**src/rtl/fpu_pkg.sv**
```systemverilog
// fpu_pkg -- shared definitions for the normalize/round/pack slice.
//   EXP_W / FRAC_W / MANT_IN_W : field widths of the raw result and packed word
//   EXP_INF                    : biased exponent of infinity
//   *_BIT                      : bit positions inside the raw mantissa
//   fsmState_e                 : normalizer FSM state encoding
//   packResult()               : assembles the IEEE-754 single word, saturating to infinity
package fpu_pkg;

  localparam int EXP_W     = 8;
  localparam int FRAC_W    = 23;
  localparam int MANT_IN_W = 28;

  localparam logic [EXP_W-1:0] EXP_INF = 8'hFF;

  localparam int CARRY_BIT  = 27;
  localparam int HIDDEN_BIT = 26;
  localparam int GUARD_BIT  = 2;
  localparam int ROUND_BIT  = 1;
  localparam int STICKY_BIT = 0;

  typedef enum logic [1:0] {
    IDLE,
    NORM,
    ROUND,
    DONE
  } fsmState_e;

  // exp carries one extra bit so that overflow past 254 is visible.
  function automatic logic [31:0] packResult(input logic sign,
                                             input logic [EXP_W:0] exp,
                                             input logic [FRAC_W-1:0] frac);
    if (exp >= {1'b0, EXP_INF})
      return {sign, EXP_INF, {FRAC_W{1'b0}}};
    return {sign, exp[EXP_W-1:0], frac};
  endfunction

endpackage

```
**src/rtl/fpu_norm_round_if.sv**
```systemverilog
// fpu_norm_round_if -- request/result bundle of the normalizer.
//   start, sign_in, exp_in, mant_in : raw result and request (master -> slave)
//   busy, done, BusW                : status and packed result (slave -> master)
interface fpu_norm_round_if;
  import fpu_pkg::*;

  logic                 start;
  logic                 sign_in;
  logic [EXP_W-1:0]     exp_in;
  logic [MANT_IN_W-1:0] mant_in;
  logic                 busy;
  logic                 done;
  logic [31:0]          BusW;

  modport master (
    output start, sign_in, exp_in, mant_in,
    input  busy, done, BusW
  );

  modport slave (
    input  start, sign_in, exp_in, mant_in,
    output busy, done, BusW
  );

endinterface

```
**src/rtl/fpu_round_rne.sv**
```systemverilog
// fpu_round_rne -- combinational mantissa rounder.
//   hiddenIn, fracIn           : normalized significand
//   guardIn, roundIn, stickyIn : bits below the LSB
//   mantOut                    : rounded {hidden, frac}
//   carryOut                   : rounding overflowed out of the hidden bit
// Build option: FPU_ROUND_RNE_EN selects round-to-nearest-even; when it is
// undefined the significand is truncated.
module fpu_round_rne
  import fpu_pkg::*;
(
  input  logic              hiddenIn,
  input  logic [FRAC_W-1:0] fracIn,
  input  logic              guardIn,
  input  logic              roundIn,
  input  logic              stickyIn,
  output logic [FRAC_W:0]   mantOut,
  output logic              carryOut
);

  logic roundUp;

`ifdef FPU_ROUND_RNE_EN
  assign roundUp = guardIn & (roundIn | stickyIn | fracIn[0]);
`else
  // Truncation: the bits below the LSB are discarded.
  assign roundUp = 1'b0 & (guardIn | roundIn | stickyIn);
`endif

  assign {carryOut, mantOut} = {1'b0, hiddenIn, fracIn} + {{(FRAC_W + 1){1'b0}}, roundUp};

endmodule

```
**src/rtl/fpu_norm_round.sv**
```systemverilog
// fpu_norm_round -- normalizes a raw FP result one shift per cycle, rounds it
// and packs it into an IEEE-754 single-precision word.
//   clk   : clock, rising edge
//   reset : synchronous, active-high
//   bus   : slave side of fpu_norm_round_if (start/sign_in/exp_in/mant_in in,
//           busy/done/BusW out)
// Build option: FPU_ROUND_RNE_EN (round-to-nearest-even, else truncate).
module fpu_norm_round
  import fpu_pkg::*;
(
  input  logic              clk,
  input  logic              reset,
  fpu_norm_round_if.slave   bus
);

  localparam logic [EXP_W:0] EXP_ONE = {{EXP_W{1'b0}}, 1'b1};

  fsmState_e            state;
  logic                 signReg;
  logic [EXP_W:0]       expReg;
  logic [MANT_IN_W-1:0] mantReg;
  logic [31:0]          resultReg;
  logic                 busyReg;
  logic                 doneReg;
  logic [31:0]          busWReg;

  logic [FRAC_W:0]   roundedMant;
  logic              roundCarry;
  logic [EXP_W:0]    finalExp;
  logic [FRAC_W-1:0] finalFrac;

  fpu_round_rne uRound (
    .hiddenIn (mantReg[HIDDEN_BIT]),
    .fracIn   (mantReg[HIDDEN_BIT-1:GUARD_BIT+1]),
    .guardIn  (mantReg[GUARD_BIT]),
    .roundIn  (mantReg[ROUND_BIT]),
    .stickyIn (mantReg[STICKY_BIT]),
    .mantOut  (roundedMant),
    .carryOut (roundCarry)
  );

  // A round-up carry out of the hidden bit renormalizes in the same cycle.
  always_comb begin
    finalExp  = expReg + {{EXP_W{1'b0}}, roundCarry};
    finalFrac = roundedMant[FRAC_W-1:0];
    if (roundCarry)
      finalFrac = roundedMant[FRAC_W:1];
  end

  always_ff @(posedge clk) begin
    if (reset) begin
      state     <= IDLE;
      signReg   <= 1'b0;
      expReg    <= '0;
      mantReg   <= '0;
      resultReg <= '0;
      busyReg   <= 1'b0;
      doneReg   <= 1'b0;
      busWReg   <= '0;
    end else begin
      doneReg <= 1'b0;
      case (state)
        IDLE: begin
          if (bus.start) begin
            signReg <= bus.sign_in;
            expReg  <= {1'b0, bus.exp_in};
            mantReg <= bus.mant_in;
            busyReg <= 1'b1;
            state   <= NORM;
          end
        end
        NORM: begin
          if (mantReg == '0) begin
            resultReg <= {signReg, 31'b0};
            state     <= DONE;
          end else if (mantReg[CARRY_BIT]) begin
            // Old R and S fold into the new sticky bit.
            mantReg <= {1'b0, mantReg[MANT_IN_W-1:2], mantReg[ROUND_BIT] | mantReg[STICKY_BIT]};
            expReg  <= expReg + EXP_ONE;
          end else if (expReg == '0 || (!mantReg[HIDDEN_BIT] && expReg == EXP_ONE)) begin
            // No subnormals: underflow flushes to signed zero.
            resultReg <= {signReg, 31'b0};
            state     <= DONE;
          end else if (!mantReg[HIDDEN_BIT]) begin
            mantReg <= {mantReg[MANT_IN_W-2:0], 1'b0};
            expReg  <= expReg - EXP_ONE;
          end else begin
            state <= ROUND;
          end
        end
        ROUND: begin
          resultReg <= packResult(signReg, finalExp, finalFrac);
          state     <= DONE;
        end
        DONE: begin
          busWReg <= resultReg;
          doneReg <= 1'b1;
          busyReg <= 1'b0;
          state   <= IDLE;
        end
        default: begin
          busyReg <= 1'b0;
          state   <= IDLE;
        end
      endcase
    end
  end

  assign bus.busy = busyReg;
  assign bus.done = doneReg;
  assign bus.BusW = busWReg;

endmodule

```
**src/flat_wrapper.sv**
```systemverilog
// flat-port wrapper written by rule: the top's interface ports become plain ports
module fpu_norm_round_flat import fpu_pkg::*;
  (clk, reset, bus_start, bus_sign_in, bus_exp_in, bus_mant_in, bus_busy, bus_done, bus_BusW);
  fpu_norm_round_if bus_i ();
  input  logic clk;
  input  logic reset;
  input wire logic [$bits(bus_i.start)-1:0] bus_start;
  input wire logic [$bits(bus_i.sign_in)-1:0] bus_sign_in;
  input wire logic [$bits(bus_i.exp_in)-1:0] bus_exp_in;
  input wire logic [$bits(bus_i.mant_in)-1:0] bus_mant_in;
  output wire logic [$bits(bus_i.busy)-1:0] bus_busy;
  output wire logic [$bits(bus_i.done)-1:0] bus_done;
  output wire logic [$bits(bus_i.BusW)-1:0] bus_BusW;
  assign bus_i.start = bus_start;
  assign bus_i.sign_in = bus_sign_in;
  assign bus_i.exp_in = bus_exp_in;
  assign bus_i.mant_in = bus_mant_in;
  assign bus_busy = bus_i.busy;
  assign bus_done = bus_i.done;
  assign bus_BusW = bus_i.BusW;
  fpu_norm_round u_core (.clk(clk), .reset(reset), .bus(bus_i));
endmodule
```
**config.mk**
```make
export PLATFORM = sky130hd
export DESIGN_NAME = fpu_norm_round_flat
export DESIGN_NICKNAME = d
export VERILOG_FILES = /design/src/rtl/fpu_pkg.sv /design/src/rtl/fpu_norm_round_if.sv /design/src/rtl/fpu_round_rne.sv /design/src/rtl/fpu_norm_round.sv /design/src/flat_wrapper.sv
export SDC_FILE = /design/constraint.sdc
export NUM_CORES = 1
export LEC_CHECK = 0
export CAP_MARGIN = 20
export CORE_UTILIZATION = 60
export CTS_BUF_LIST = sky130_fd_sc_hd__clkbuf_16
export CTS_CLUSTER_SIZE = 16
export DETAILED_ROUTE_END_ITERATION = 8
export PLACE_DENSITY = 0.87
export SLEW_MARGIN = 10
export SYNTH_ARGS = -nofsm -noshare
export SYNTH_HDL_FRONTEND = slang
export SYNTH_HIERARCHICAL = 1
export SYNTH_SLANG_ARGS = --single-unit
```
**constraint.sdc**
```tcl
create_clock -name clk -period 5.1 [get_ports clk]
set_input_delay 1.02 -clock clk [delete_from_list [all_inputs] [get_ports clk]]
set_output_delay 1.02 -clock clk [all_outputs]
set_load 0.03 [all_outputs]
```
==> summary.txt <==
Status
  – Result of the run: finished, final reports clean

Timing
  – Slew margin rel.: 0.2795
  – Worst-case clock skew: 0.008796 ns
  – Final Worst Setup Slack: 1.611 ns
  – Sum of negative setup slack: 0 ns
  – Setup repair after global routing missed its margin: false
  – Fin crit period: 3.489 ns
  – Tightest Pin Transition: 1.081 ns
  – Maximum achievable frequency: 286.6 MHz
  – Slew Viols, Final: 0
  – Final-report hold violation count: 0
  – Endpoints failing setup: 0
  – Period utilisation layout: 0.6842

Clock network
  – Worst-skew pair later-pin latency: 0.35 ns
  – Clock tree from TritonCTS: done
  – Post-cts resize count: 0
  – Clock buffers created by TritonCTS: 9
  – Clock transition at the registers of the reported paths: 0.08 ns
  – # hold bufs at CTS: 0
  – Root Buffer: clkbuf_16
  – Postcts setup bufs: 0
  – Number of clock sinks: 106
  – CTS Buffer Depth: 2
  – Count of H-tree levels built during CTS: 3

Routing
  – Drt first pass iters: 5
  – Number of vias per cell after detailed routing: 6.266
  – Antenna violation net count after detailed routing: 0
  – Total via count after detailed routing: 4837
  – Final routed wire length divided by cell count: 17.05 um
  – DRT Wirelength: 13160 um
  – Post-detailed-route DRC marker count: 0
  – Number of violations reported at the end of detailed-routing iteration 0: 343

Setup path
  – Most repeated library cell on the critical path: buf_4
  – Register-to-register setup slack: 1.61 ns
  – R2r worst-path depth: 7
  – Kind of cell with the highest combined delay on the critical path: compound AO/OA/AOI/OAI gates
  – Slowest stage delay, CP: 0.82 ns
  – R2R Path End: u_core/mantReg[6]
  – Launch point of the worst reg-to-reg path: u_core/mantReg[27]
  – WP data required: 5.37 ns
  – Signal arrival time at the worst endpoint: 3.76 ns
  – Crit-path cells: buf_4, nor3_1, nand4_2, o32ai_4, a21o_1, buf_4, mux2i_1
  – Critical path startpoint category: register
  – Combined buffer and inverter count along the critical path: 2
  – Type of the worst setup path: register to register
  – CP max-delay cell: a21o_1
  – Crit path capture type: register
  – Maximum fanout along the worst path: 29

Logic synthesis
  – Number of flops mapped to enable cells by yosys: 0
  – Syn Std Cell Area: 5747 um2
  – Post-synthesis net count: 679
  – Cell count after synthesis: 629
  – Mean cell area of the mapped netlist: 9.136 um2
  – Async SR Flop Fraction: 0
  – Number of distinct library cells after synthesis: 60
  – Synthesis warning total: 6
  – Number of register bits inferred by synthesis: 106
  – Proportion of synthesized chip area in sequential cells: 0.3693
  – Dominant register cell in the synthesized netlist: dfxtp_1

Floorplanning
  – Die height: 99.87 um
  – Die Span X: 99.87 um
  – I/O pin count: 74
  – Initial standard-cell utilization of the core: 0.6219
  – Row count: 35
  – Die area: 9973 um2
  – Core Area: 9240 um2

Power
  – Total power density per cell area: 555.4 nW/um2
  – Static power due to leakage: 2.348 nW
  – Worst IR Drop VDD: 0.3720 mV

Cells and area
  – Number of antenna repair diodes: 0
  – Non-Filler Cell Area, Final: 6524 um2
  – Final core occ: 0.7060
  – Layout area overhead: 13.52%
  – Final net count: 688
  – Share of post-route cells with drive strength above 1: 0.06221

Place
  – Minimum setup slack after placement: 1.691 ns
  – Number of buffers added on ports: 73
  – Placed cell area: 6215 um2
  – Detailed placer's ending HPWL: 8925 um
  – Global placer's final weighted congestion: 0.8776

Worst hold path
  – Number of cells on the worst hold path: 1
  – Capture endpoint of the worst hold path: u_core/resultReg[18]
  – Hold crit path type: register to register
  – Hold wc startpoint: u_core/resultReg[18]

Global routing
  – Maximum number of pins on one net before global-route repair: 60
  – All-Layer GR Usage: 0.2700
  – Wire length of the first global-routing pass: 21650 um
  – Number of global-route vias before repair: 4421
  – Number of antenna violations at the first check in global routing: 0
  – Congestion Overflow GR: 0

Job
  – Maximum Capacitance Violations: 0
==> synthesized netlist by cell type (all sizes together), types with 4 or more instances <==
master	instances	area share
nor2	67	0.044
inv	8	0.0052
a32o	24	0.042
nor2b	6	0.0065
or3	4	0.0044
o311ai	5	0.011
a221o	19	0.033
a31oi	4	0.0044
ha	10	0.022
a22oi	6	0.0078
a21o	4	0.0052
buf	52	0.063
clkbuf	29	0.019
dfxtp	106	0.37
nor4	7	0.011
mux2i	86	0.15
or4	4	0.0052
o211ai	35	0.046
nand2	51	0.034
a21oi	19	0.018
nor3	8	0.0070
nand4	4	0.0054
o21ai	14	0.012
a211oi	5	0.0074
nand3	11	0.010
==> layout make-up <==
type	count	area [um2]
multi-input cells	432	3123
fillers	704	2716
flip-flops and latches	106	2122
repair buffers	79	770.7
clock buffers	9	225.2
well taps	129	161.4
clock inverters	7	83.83
inverters	10	37.54
==> where the power goes <==
part           internal, mW  switching [mW]
registers             0.991           0.287
logic                 0.657           0.975
clock network         0.357           0.357
total                  2.01            1.62
==> logic make-up after synthesis <==
group | after synthesis | share of synthesized area
DFF | 106 | 0.3693
buffers and inverters | 91 | 0.08818
muxes | 88 | 0.1537
other | 1 | 0.0006525
AOI/OAI and AO/OA | 151 | 0.2121
xor gates and xnor gates | 6 | 0.009146
adders and majority gates | 10 | 0.02177
and+or+nand+nor | 176 | 0.1452
==> through the flow <==
step / power (mW) / cells / hold WS, ns
floorplan: 2.658 / 629 / 0.4321
finish: 3.623 / 772 / 0.4766
global placement: 2.781 / 755 / 0.4515
global route: 3.831 / 772 / 0.4928
detailed placement: 2.863 / 756 / 0.4617
CTS: 3.590 / 772 / 0.4807
==> worst max-delay path by stage <==
| stage | from | endpoint | slack (ns) | cells past startpoint |
|---|---|---|---|---|
| after floorplan | u_core/expReg[0] | u_core/mantReg[0] | 2.93 | 8 |
| after global placement | u_core/mantReg[27] | u_core/mantReg[2] | 1.85 | 7 |
| after detailed placement | u_core/mantReg[27] | u_core/mantReg[6] | 1.69 | 7 |
| after CTS | u_core/mantReg[27] | u_core/mantReg[6] | 1.64 | 7 |
| after global routing | u_core/mantReg[27] | u_core/mantReg[6] | 1.41 | 7 |
| final | u_core/mantReg[27] | u_core/mantReg[6] | 1.61 | 7 |
==> cell usage in the layout, fill, tap and decap left out, types with 3 or more instances in the layout <==
master           synthesis  routed
ha_1                    10       8
a21oi_1                 17      17
nand4_1                  3       3
o21ai_0                 14      14
a22oi_1                  6       6
or4_1                    4       4
nor3_1                   8       8
nor4_1                   4       4
nand3_1                 10      10
xnor2_1                  3       3
or3_1                    4       4
nor4_2                   3       3
mux2i_1                 86      86
a221o_1                 19      19
a31oi_1                  4       4
nand2_1                 50      50
clkdlybuf4s50_1          0      72
nor2b_1                  6       6
a32o_1                  24      24
o221ai_1                 3       3
inv_8                    0       3
o311ai_0                 4       4
o22ai_1                  3       3
nor2_1                  67      67
nand2b_1                 3       3
inv_1                    7       7
a211oi_1                 4       4
clkbuf_16                0       9
dfxtp_1                106     106
buf_4                   29       6
a21o_1                   4       4
o211ai_1                35      35
xor2_1                   3       3
==> routing by layer <==
metal	global-route usage	part of all wire	vias up
met5	0	0	-
met4	0.1120	0.023	0
met3	0.02994	0.062	27
met2	0.4202	0.46	213
met1	0.3815	0.46	2266
li1	-	-	2331
==> state kept, by name (all words and copies together), names as in the netlist <==
name / cells
u_core/resultReg: 32
u_core/mantReg: 28
u_core/state: 2
u_core/bus.BusW: 32
u_core/bus.done: 1
u_core/expReg: 9
u_core/signReg: 1
u_core/bus.busy: 1
Power figures use the tool's default switching activity.
